$ cat src/rtl/cic_pkg.sv
// Shared constants and helpers for the 3-stage CIC decimator (integrator front-end
// and comb/decimation back-end).
package cic_pkg;

  localparam int CIC_N     = 3;
  localparam int CIC_M     = 1;
  localparam int CIC_R     = 5;
  localparam int CIC_IN_W  = 37;
  localparam int CIC_SHIFT = 7;
  localparam int CIC_OUT_W = 10;

  function automatic int cic_clog2(input int value);
    int result;
    int span;
    result = 0;
    span   = 1;
    while (span < value) begin
      span   = span * 2;
      result = result + 1;
    end
    return result;
  endfunction

  // Register growth of an N-stage CIC: N * ceil(log2(R*M)).
  function automatic int cic_bit_growth(input int n, input int r, input int m);
    return n * cic_clog2(r * m);
  endfunction

endpackage

$ cat src/rtl/cic_comb_stage.sv
// One first-difference comb stage (M=1): y <= x - x_prev on each enabled cycle,
// with a registered valid that follows the enable by one clock.
module cic_comb_stage
  import cic_pkg::*;
#(
  parameter int W = CIC_IN_W
) (
  input  logic         clk,
  input  logic         rst,
  input  logic         en,
  input  logic [W-1:0] x,
  output logic [W-1:0] y,
  output logic         vld_o
);

  logic [W-1:0] dly_q;
  logic [W-1:0] dly_d;
  logic [W-1:0] y_q;
  logic [W-1:0] y_d;
  logic         vld_q;
  logic         vld_d;

  // Difference is modulo 2^W so integrator wrap cancels exactly.
  always_comb begin
    dly_d = dly_q;
    y_d   = y_q;
    vld_d = 1'b0;
    if (en) begin
      y_d   = x - dly_q;
      dly_d = x;
      vld_d = 1'b1;
    end else begin
      y_d   = y_q;
      dly_d = dly_q;
      vld_d = 1'b0;
    end
  end

  always_ff @(posedge clk or posedge rst) begin
    if (rst) begin
      dly_q <= '0;
      y_q   <= '0;
      vld_q <= 1'b0;
    end else begin
      dly_q <= dly_d;
      y_q   <= y_d;
      vld_q <= vld_d;
    end
  end

  assign y     = y_q;
  assign vld_o = vld_q;

endmodule

$ cat src/rtl/cic_comb_decim.sv
// Comb and decimation back-end of the 3-stage CIC decimator: keeps every R-th
// valid integrator sample, runs three comb stages and emits a scaled, truncated result.
module cic_comb_decim
  import cic_pkg::*;
#(
  parameter int IN_W  = CIC_IN_W,
  parameter int R     = CIC_R,
  parameter int SHIFT = CIC_SHIFT,
  parameter int OUT_W = CIC_OUT_W
) (
  input  logic             clk,
  input  logic             rst,
  input  logic [IN_W-1:0]  din,
  input  logic             din_vld,
  output logic [OUT_W-1:0] dout,
  output logic             dout_vld
);

  // A single-stage growth of R is exactly the phase counter width.
  localparam int CNT_GROWTH = cic_bit_growth(1, R, 1);
  localparam int CNT_W      = (CNT_GROWTH < 1) ? 1 : CNT_GROWTH;
  localparam logic [CNT_W-1:0] CNT_LAST = CNT_W'(R - 1);

  logic [CNT_W-1:0] cnt_q;
  logic [CNT_W-1:0] cnt_d;
  logic [IN_W-1:0]  s0_q;
  logic [IN_W-1:0]  s0_d;
  logic             v0_q;
  logic             v0_d;
  logic [OUT_W-1:0] dout_q;
  logic [OUT_W-1:0] dout_d;
  logic             dout_vld_q;
  logic             dout_vld_d;

  logic [IN_W-1:0]  c1_s;
  logic [IN_W-1:0]  c2_s;
  logic [IN_W-1:0]  c3_s;
  logic             v1_s;
  logic             v2_s;
  logic             v3_s;
  logic [IN_W-1:0]  c3_sh_s;

  always_comb begin
    cnt_d = cnt_q;
    s0_d  = s0_q;
    v0_d  = 1'b0;
    if (din_vld) begin
      if (cnt_q == CNT_LAST) begin
        cnt_d = '0;
        s0_d  = din;
        v0_d  = 1'b1;
      end else begin
        cnt_d = cnt_q + CNT_W'(1);
        s0_d  = s0_q;
        v0_d  = 1'b0;
      end
    end else begin
      cnt_d = cnt_q;
      s0_d  = s0_q;
      v0_d  = 1'b0;
    end
  end

  always_ff @(posedge clk or posedge rst) begin
    if (rst) begin
      cnt_q <= '0;
      s0_q  <= '0;
      v0_q  <= 1'b0;
    end else begin
      cnt_q <= cnt_d;
      s0_q  <= s0_d;
      v0_q  <= v0_d;
    end
  end

  cic_comb_stage #(.W(IN_W)) u_comb1 (
    .clk   (clk),
    .rst   (rst),
    .en    (v0_q),
    .x     (s0_q),
    .y     (c1_s),
    .vld_o (v1_s)
  );

  cic_comb_stage #(.W(IN_W)) u_comb2 (
    .clk   (clk),
    .rst   (rst),
    .en    (v1_s),
    .x     (c1_s),
    .y     (c2_s),
    .vld_o (v2_s)
  );

  cic_comb_stage #(.W(IN_W)) u_comb3 (
    .clk   (clk),
    .rst   (rst),
    .en    (v2_s),
    .x     (c2_s),
    .y     (c3_s),
    .vld_o (v3_s)
  );

  // Arithmetic shift truncates toward minus infinity; no rounding term.
  assign c3_sh_s = $signed(c3_s) >>> SHIFT;

  generate
    if (OUT_W < IN_W) begin : g_drop_msbs
      logic unused_sh_msbs_s;
      assign unused_sh_msbs_s = ^c3_sh_s[IN_W-1:OUT_W];
    end
  endgenerate

  always_comb begin
    dout_d     = dout_q;
    dout_vld_d = 1'b0;
    if (v3_s) begin
      dout_d     = c3_sh_s[OUT_W-1:0];
      dout_vld_d = 1'b1;
    end else begin
      dout_d     = dout_q;
      dout_vld_d = 1'b0;
    end
  end

  always_ff @(posedge clk or posedge rst) begin
    if (rst) begin
      dout_q     <= '0;
      dout_vld_q <= 1'b0;
    end else begin
      dout_q     <= dout_d;
      dout_vld_q <= dout_vld_d;
    end
  end

  assign dout     = dout_q;
  assign dout_vld = dout_vld_q;

endmodule

$ cat config.mk
export PLATFORM = sky130hd
export DESIGN_NAME = cic_comb_decim
export DESIGN_NICKNAME = d
export VERILOG_FILES = /design/src/rtl/cic_pkg.sv /design/src/rtl/cic_comb_stage.sv /design/src/rtl/cic_comb_decim.sv
export SDC_FILE = /design/constraint.sdc
export NUM_CORES = 1
export LEC_CHECK = 0
export ABC_AREA = 1
export CAP_MARGIN = 20
export CORE_ASPECT_RATIO = 1.1
export CORE_MARGIN = 1
export CORE_UTILIZATION = 40
export DETAILED_ROUTE_END_ITERATION = 8
export GPL_TIMING_DRIVEN = 0
export HOLD_SLACK_MARGIN = 0.06
export PLACE_DENSITY_LB_ADDON = 0.05
export SYNTH_ARGS = -nofsm -noshare
export SYNTH_HDL_FRONTEND = slang
export SYNTH_SLANG_ARGS = --single-unit
$ cat constraint.sdc
create_clock -name clk -period 5.9 [get_ports clk]
set_clock_uncertainty 0.2 [all_clocks]
set_input_delay 0.885 -clock clk [delete_from_list [all_inputs] [get_ports clk]]
set_output_delay 0.885 -clock clk [all_outputs]
set_load 0.1 [all_outputs]
==> results of run 1 <==
## area by class of cell
type                            instances  area (µm²)
Sequential cell                       130        3250
Multi-Input combinational cell        667        3480
Inverter                              114         433
Tap cell                              238         298
Clock buffer                           20         447
Timing Repair Buffer                   31         328
Buffer                                 23         103
Fill cell                            1871        9310
Clock inverter                         11        90.1
## worst max path at each step
| stage | from | slack [ps] | depth (start not counted) | to |
|---|---|---|---|---|
| final | dout[1] | 2930 | 1 | dout[1] |
| after global routing | dout[4] | 2860 | 1 | dout[4] |
| after CTS | dout[0] | 2900 | 1 | dout[0] |
| after detailed placement | dout[0] | 3350 | 1 | dout[0] |
| after global placement | rst | -720 | 2 | s0_q[16] |
| after floorplan | rst | 1350 | 1 | cnt_q[0] |
## cell usage after synthesis
cell,number
nand2_1,310
o21ai_0,83
nand2_2,2
nand4_1,2
o21ai_2,2
fa_1,2
a21oi_2,1
dfrtp_1,130
o21ai_1,5
xnor2_1,7
clkbuf_1,14
buf_2,7
a21o_1,1
buf_4,2
a21oi_1,50
nor2_1,48
inv_1,114
nor4_1,3
ha_1,49
nand3_1,57
mux2_2,9
xor2_1,8
o21bai_1,6
o21a_1,2
a31oi_1,5
nor3_1,4
nand3b_1,11
## per-stage QoR
step / std cells / area, µm² / hold slack (ps)
4_1_cts: 1234 / 8430 / 201
3_3_place_gp: 1202 / 7860 / 186
3_5_place_dp: 1203 / 7890 / 190
2_1_floorplan: 934 / 7260 / 149
6_report: 1234 / 8430 / 194
5_1_grt: 1234 / 8430 / 210
## metal layers
layer	global-route usage [%]	up-vias	wire length [µm]
met2	35.6	61	8120
met1	20.2	2564	6490
met4	7.14	0	333
met3	3.13	26	271
li1	-	3107	-
met5	0	-	0
## cell families (layout without fill, tap and decap cells)
family | Yosys count | after routing | share of synthesized area (%)
adders and majority gates | 51 | 51 | 9.00
AOI/OAI and AO/OA | 155 | 155 | 11.2
muxes | 9 | 9 | 1.40
and+or+nand+nor | 437 | 437 | 24.5
buffers and inverters | 137 | 199 | 7.31
xor gates and xnor gates | 15 | 15 | 1.81
DFF | 130 | 130 | 44.8
## flip-flops by register name, summed over array words and instances (netlist names)
signal         flops
u_comb2.y         17
u_comb1.dly_q     17
u_comb3.dly_q     17
u_comb3.y         10
dout              10
u_comb3.vld_o      1
cnt_q              3
u_comb1.vld_o      1
u_comb2.dly_q     17
u_comb2.vld_o      1
s0_q              17
dout_vld           1
v0_q               1
u_comb1.y         17
==> impl_metrics.py, run 1 <==
metrics = {
    "logic_synthesis": {
        "synth_fp_nets": 1025,
        "ys_seq_elements": 130,
        "ys_warn_count": 0,
        "ys_seq_area_share_pct": 44.8,
        "postSynthAreaPerCell_um2": 7.77,
        "yosysTopAreaCell": "dfrtp_1",
        "synthCells": 934,
        "synth.distinct_cells": 27,
        "synth_area_leaders": "dfrtp_1, nand2_1, ha_1",
        "synth_top_area_share_pct": 44.8,
        "synthesis.area_um2": 7260,
    },
    "finish": {
        "final_common_cell": "nand2_1",
        "nets": 1075,
        "fin_util_pct": 47.5,
        "drive_gt1_share_pct": 5.42,
        "area_growth_pct": 16.1,
        "mostFrequentLayoutCells": "nand2_1, dfrtp_1, inv_1, o21ai_0, nand3_1",
        "diodes": 0,
    },
    "worst_hold_path": {
        "hp-start": "v0_q",
        "hold_path_depth": 0,
        "min_to": "u_comb1.vld_o",
        "holdCritPathClass": "reg -> reg",
    },
    "sta": {
        "fmax_ghz": 0.336,
        "period_minus_slack_ps": 2970,
        "fin_ws_ps": 2930,
        "maxSlewHeadroom_pct": 35.5,
        "fin_crit_sh_pct": 50.4,
        "finalSetupViolations": 0,
        "fin_tns_setup_ps": 0,
        "hold_viol": 0,
        "slew_violations": 0,
        "tightest_slew_ps": 964,
        "rsz0062_at_grt": "no",
    },
    "placement": {
        "port-buffer-count": 30,
        "place_congestion": 0.867,
        "dp_hpwl_mm": 11.8,
        "pre_cts_ws_ps": 3350,
    },
    "global_route": {
        "gr-total-overflow": 0,
        "grt_pass1_wl_mm": 27.1,
        "grt_max_degree": 73,
        "grt_pass1_vias": 5702,
        "grt_use_total_pct": 18.6,
        "antenna_found_initial": 0,
    },
    "setup_path": {
        "startpoint_type": "register",
        "critPathBufInv": 1,
        "worstReg2RegStart": "u_comb1.y[0]",
        "critPathMaxFanout": 2,
        "critPathTopFamily": "buffers and inverters",
        "crit_required_ps": 4820,
        "r2r_slack_ps": 3700,
        "crit_chain": "clkdlybuf4s50_1",
        "reg2reg_depth": 11,
        "crit_type": "reg -> out",
        "cp_slowest_stage_delay_ps": 1130,
        "critical_path_arrival_ps": 1890,
        "r2r-end": "u_comb2.y[14]",
        "end_kind": "output pin",
        "cpMaxStageDelayCell": "clkdlybuf4s50_1",
    },
    "routing": {
        "avgViaCountPerCell": 4.67,
        "num_vias": 5758,
        "wire_per_inst_um": 12.3,
        "post-route-drc-count": 0,
        "ant_nets": 0,
        "postRouteWirelength_mm": 15.2,
        "first_iter_violations": 280,
        "dr.pass1.iters": 5,
    },
    "clocking": {
        "cts-root-buf": "clkbuf_16",
        "cts_max_level": 4,
        "cts_tree": "yes",
        "clkLatencyLatePin_ps": 420,
        "cts_made_buffers": 17,
        "clkTransAtPathRegs_ps": 60,
        "cts_resized": 0,
        "hold_buffers": 0,
        "cts.sinks": 130,
        "clockBufferDepth": 2,
        "post-cts-setup-buffer-count": 0,
    },
    "outcome": {
        "status": "complete, no violations",
    },
    "floorplan": {
        "ios": 51,
        "std_cell_rows": 51,
        "core_um2": 17700,
        "initial_core_util_pct": 40.9,
        "chipWidth_um": 130,
        "dieArea_um2": 18700,
        "die_h_um": 143,
    },
    "job": {
        "drv_cap": 0,
    },
}
Power of run 1 is not shown: default switching activity piles up to over one toggle a cycle in this logic, so the estimate is an artifact.
==> run 2, diff against run 1 <==
Clock period 5.9 ns to 2.4 ns, I/O delays scaled along.
==> run 2 against run 1 <==
Sequential share of layout area down 0.74 points. Die area is the same. Register-to-register slack worse by 3500 ps. Final cell count up 0.16%. Count of clock-buffer cells in the layout increased by 2. Critical path type is now reg -> reg.
==> impl_metrics.py, run 2 (synthesized netlist as in run 1, its figures left out) <==
metrics = {
    "setup_path": {
        "crit_required_ps": 2510,
        "crit_chain": "inv_1, ha_1, fa_1, o21ai_2, nand3_1, nand2_2, nand2_1, nand2_1, nand2_1, nand3_1, nand2_1",
        "cpMaxStageDelayCell": "fa_1",
        "cp_slowest_stage_delay_ps": 420,
        "critical_path_arrival_ps": 2290,
        "crit_type": "reg -> reg",
        "critPathMaxFanout": 4,
        "end_kind": "register",
        "crit_top_cell": "nand2_1",
        "critPathBufInv": 1,
        "critPathTopFamily": "adder cells",
        "startpoint_type": "register",
        "path_depth": 11,
        "reg2reg_depth": 11,
    },
    "finish": {
        "fin_cells": 1236,
        "final_common_cell": "nand2_1",
        "area_growth_pct": 18.4,
        "diodes": 0,
        "drive_gt1_share_pct": 5.71,
        "mostFrequentLayoutCells": "nand2_1, dfrtp_1, inv_1, o21ai_0, nand3_1",
        "nFillCells": 1840,
        "final_cell_area_um2": 8590,
        "nets": 1077,
        "regArea_um2": 3250,
        "multi_input_area_um2": 3480,
    },
    "floorplan": {
        "ios": 51,
        "std_cell_rows": 51,
        "die_h_um": 143,
        "dieArea_um2": 18700,
        "initial_core_util_pct": 40.9,
        "core_um2": 17700,
        "chipWidth_um": 130,
    },
    "clocking": {
        "cts.sinks": 130,
        "cts_resized": 11,
        "cts_tree": "yes",
        "cts_max_level": 4,
        "cts-root-buf": "clkbuf_16",
        "clkTransAtPathRegs_ps": 60,
        "clockBufferDepth": 2,
        "post-cts-setup-buffer-count": 0,
        "hold_buffers": 0,
        "clkLatencyLatePin_ps": 420,
        "cts_made_buffers": 17,
    },
    "placement": {
        "dp_hpwl_mm": 12.2,
        "port-buffer-count": 30,
        "dp_cells": 1205,
        "dpl_cell_area_um2": 7920,
        "place_congestion": 0.867,
    },
    "routing": {
        "num_vias": 5772,
        "post-route-drc-count": 0,
        "ant_nets": 0,
        "wire_per_inst_um": 12.6,
        "avgViaCountPerCell": 4.67,
        "first_iter_violations": 205,
        "postRouteWirelength_mm": 15.5,
        "dr.pass1.iters": 4,
    },
    "sta": {
        "tightest_slew_ps": 953,
        "fin_crit_sh_pct": 91.1,
        "slew_violations": 0,
        "finalSetupViolations": 0,
        "period_minus_slack_ps": 2190,
        "fmax_ghz": 0.457,
        "fin_worst_hold_slack_ps": 139,
        "maxSlewHeadroom_pct": 36.7,
        "fin_tns_setup_ps": 0,
        "hold_viol": 0,
        "rsz0062_at_grt": "no",
    },
    "global_route": {
        "grt_pass1_wl_mm": 26.8,
        "gr-total-overflow": 0,
        "grt_max_degree": 39,
        "antenna_found_initial": 0,
        "grt_use_total_pct": 18.7,
        "grt_pass1_vias": 5602,
    },
    "job": {
        "drv_cap": 0,
    },
    "worst_hold_path": {
        "holdCritPathClass": "in -> async",
    },
    "outcome": {
        "status": "complete, no violations",
    },
}
## run 2: per-stage QoR
stage          setup slack (ps)  utilization [%]
2_1_floorplan               231                -
5_1_grt                    51.5             48.4
4_1_cts                     200             48.4
6_report                    214             48.4
3_3_place_gp              -1060             44.3
3_5_place_dp                221             44.7
## run 2: layer usage
| layer | GRT usage [%] | wire [µm] |
|---|---|---|
| met1 | 19.9 | 6550 |
| met2 | 35.3 | 8270 |
| met3 | 4.39 | 385 |
| met4 | 7.14 | 323 |
| met5 | 0 | 0 |
## run 2: final timing paths
path	startpoint	slack, ps	end
worst max register to register	u_comb1.y[0]	210	u_comb2.y[16]
max in group asynchronous	rst	790	u_comb1.dly_q[12]
worst min register to register	u_comb3.vld_o	200	dout_vld
min in group clk	u_comb3.vld_o	200	dout_vld
worst max-delay path	u_comb1.y[0]	210	u_comb2.y[16]
worst min-delay path	rst	140	u_comb3.dly_q[0]
## run 2: layout make-up
class / instances / share of cell area [%]
multi-input combinational: 667 / 40.5
buffer: 23 / 1.19
inverter: 114 / 5.02
clock buffer: 22 / 5.63
tap: 238 / 3.47
clock inverter: 9 / 2.33
sequential: 130 / 37.9
timing repair buffer: 33 / 4.03
Power of run 2 is left out for the same reason.
==> run 3, diff against run 2 <==
Settings changed: DONT_BUFFER_PORTS from default to 1, PLACE_DENSITY_LB_ADDON 0.05 to default.
==> run 3 against run 2 <==
Global-route usage shrank 1.1 points. Non-clock buffer count shrank 11. Register-to-register slack better by 30 ps.
==> impl_metrics.py, run 3 (synthesized netlist as in run 1, its figures left out) <==
metrics = {
    "finish": {
        "final_common_cell": "nand2_1",
        "nets": 1066,
        "fin_util_pct": 47.3,
        "area_growth_pct": 15.6,
        "mostFrequentLayoutCells": "nand2_1, dfrtp_1, inv_1, o21ai_0, nand3_1",
        "drive_gt1_share_pct": 5.97,
        "diodes": 0,
    },
    "setup_path": {
        "critPathMaxFanout": 4,
        "startpoint_type": "register",
        "end_kind": "register",
        "critical_path_arrival_ps": 2260,
        "crit_required_ps": 2500,
        "crit_type": "reg -> reg",
    },
    "clocking": {
        "cts_max_level": 4,
        "clkTransAtPathRegs_ps": 60,
        "cts_resized": 0,
        "clockBufferDepth": 2,
        "cts-root-buf": "clkbuf_16",
        "clkLatencyLatePin_ps": 420,
        "cts_tree": "yes",
        "cts_made_buffers": 17,
        "cts.sinks": 130,
    },
    "routing": {
        "ant_nets": 0,
        "post-route-drc-count": 0,
        "dr.pass1.iters": 4,
        "wire_per_inst_um": 12.1,
        "first_iter_violations": 214,
        "avgViaCountPerCell": 4.74,
        "postRouteWirelength_mm": 14.8,
        "num_vias": 5810,
    },
    "global_route": {
        "gr-total-overflow": 0,
        "grt_max_degree": 40,
        "grt_use_total_pct": 17.7,
        "grt_pass1_vias": 5626,
        "grt_pass1_wl_mm": 25.7,
        "antenna_found_initial": 0,
    },
    "sta": {
        "hold_viol": 0,
        "maxSlewHeadroom_pct": 40.4,
        "fin_tns_setup_ps": 0,
        "period_minus_slack_ps": 2150,
        "tightest_slew_ps": 894,
        "fin_crit_sh_pct": 89.7,
        "finalSetupViolations": 0,
        "fmax_ghz": 0.464,
        "slew_violations": 0,
        "rsz0062_at_grt": "no",
    },
    "placement": {
        "dp_hpwl_mm": 11.4,
        "port-buffer-count": 0,
        "place_congestion": 0.882,
    },
    "floorplan": {
        "core_um2": 17700,
        "std_cell_rows": 51,
        "ios": 51,
        "die_h_um": 143,
        "dieArea_um2": 18700,
        "initial_core_util_pct": 40.9,
        "chipWidth_um": 130,
    },
    "outcome": {
        "status": "complete, no violations",
    },
    "job": {
        "drv_cap": 0,
    },
    "worst_hold_path": {
        "holdCritPathClass": "in -> reg",
    },
}
==> run 3: worst paths after layout <==
check / endpoint / startpoint / cells after the start / slack, ps
worst min-delay path: v0_q / din_vld / 3 / 80
worst max-delay path: u_comb2.y[12] / u_comb1.y[0] / 11 / 250
max in group asynchronous: s0_q[11] / rst / 4 / 910
worst max register to register: u_comb2.y[12] / u_comb1.y[0] / 11 / 250
worst min register to register: u_comb1.vld_o / v0_q / 0 / 180
min in group asynchronous: u_comb3.dly_q[0] / rst / 2 / 280
==> run 3: worst max-delay path, stage by stage, from the launching register on <==
cell,delay [ps]
dfrtp_1,340
inv_1,60
ha_1,220
fa_1,430
o21ai_2,240
nand3_1,120
nand2_2,120
nand2_1,80
nand2_1,60
nand2_1,50
nand3_1,70
nand2_1,60
==> run 3: layout make-up <==
type | instances | area [µm²]
plain buffers | 23 | 103
clock buffers | 18 | 439
clock inverters | 14 | 140
fillers | 1849 | 9350
inverters | 114 | 432
multi-input cells | 667 | 3480
flip-flops and latches | 130 | 3250
well taps | 238 | 298
repair buffers | 22 | 250
==> run 3: what timing repair did <==
item,4_1_cts,5_1_grt
setup buffers,0,0
endpoints found under the hold margin,52,0
endpoints found under the setup margin,0,0
hold buffers,19,0
==> run 3: per-stage QoR <==
| step | cells | setup WS (ps) | instance area [µm²] | hold slack [ps] |
|---|---|---|---|---|
| 3_3_place_gp | 1172 | -511 | 7560 | 166 |
| 5_1_grt | 1226 | 48.1 | 8390 | 108 |
| 6_report | 1226 | 246 | 8390 | 84.8 |
| 4_1_cts | 1226 | 217 | 8390 | 75.1 |
| 3_5_place_dp | 1175 | 234 | 7620 | 115 |
| 2_1_floorplan | 934 | 231 | 7260 | 149 |
==> run 3: routing by layer <==
metal | routed length, µm | track usage, % | up-vias
met1 | 6520 | 19.5 | 2639
met5 | 0 | 0 | -
li1 | - | - | 3091
met3 | 318 | 3.69 | 20
met4 | 265 | 6.78 | 0
met2 | 7720 | 32.8 | 60
Power of run 3 is left out for the same reason.
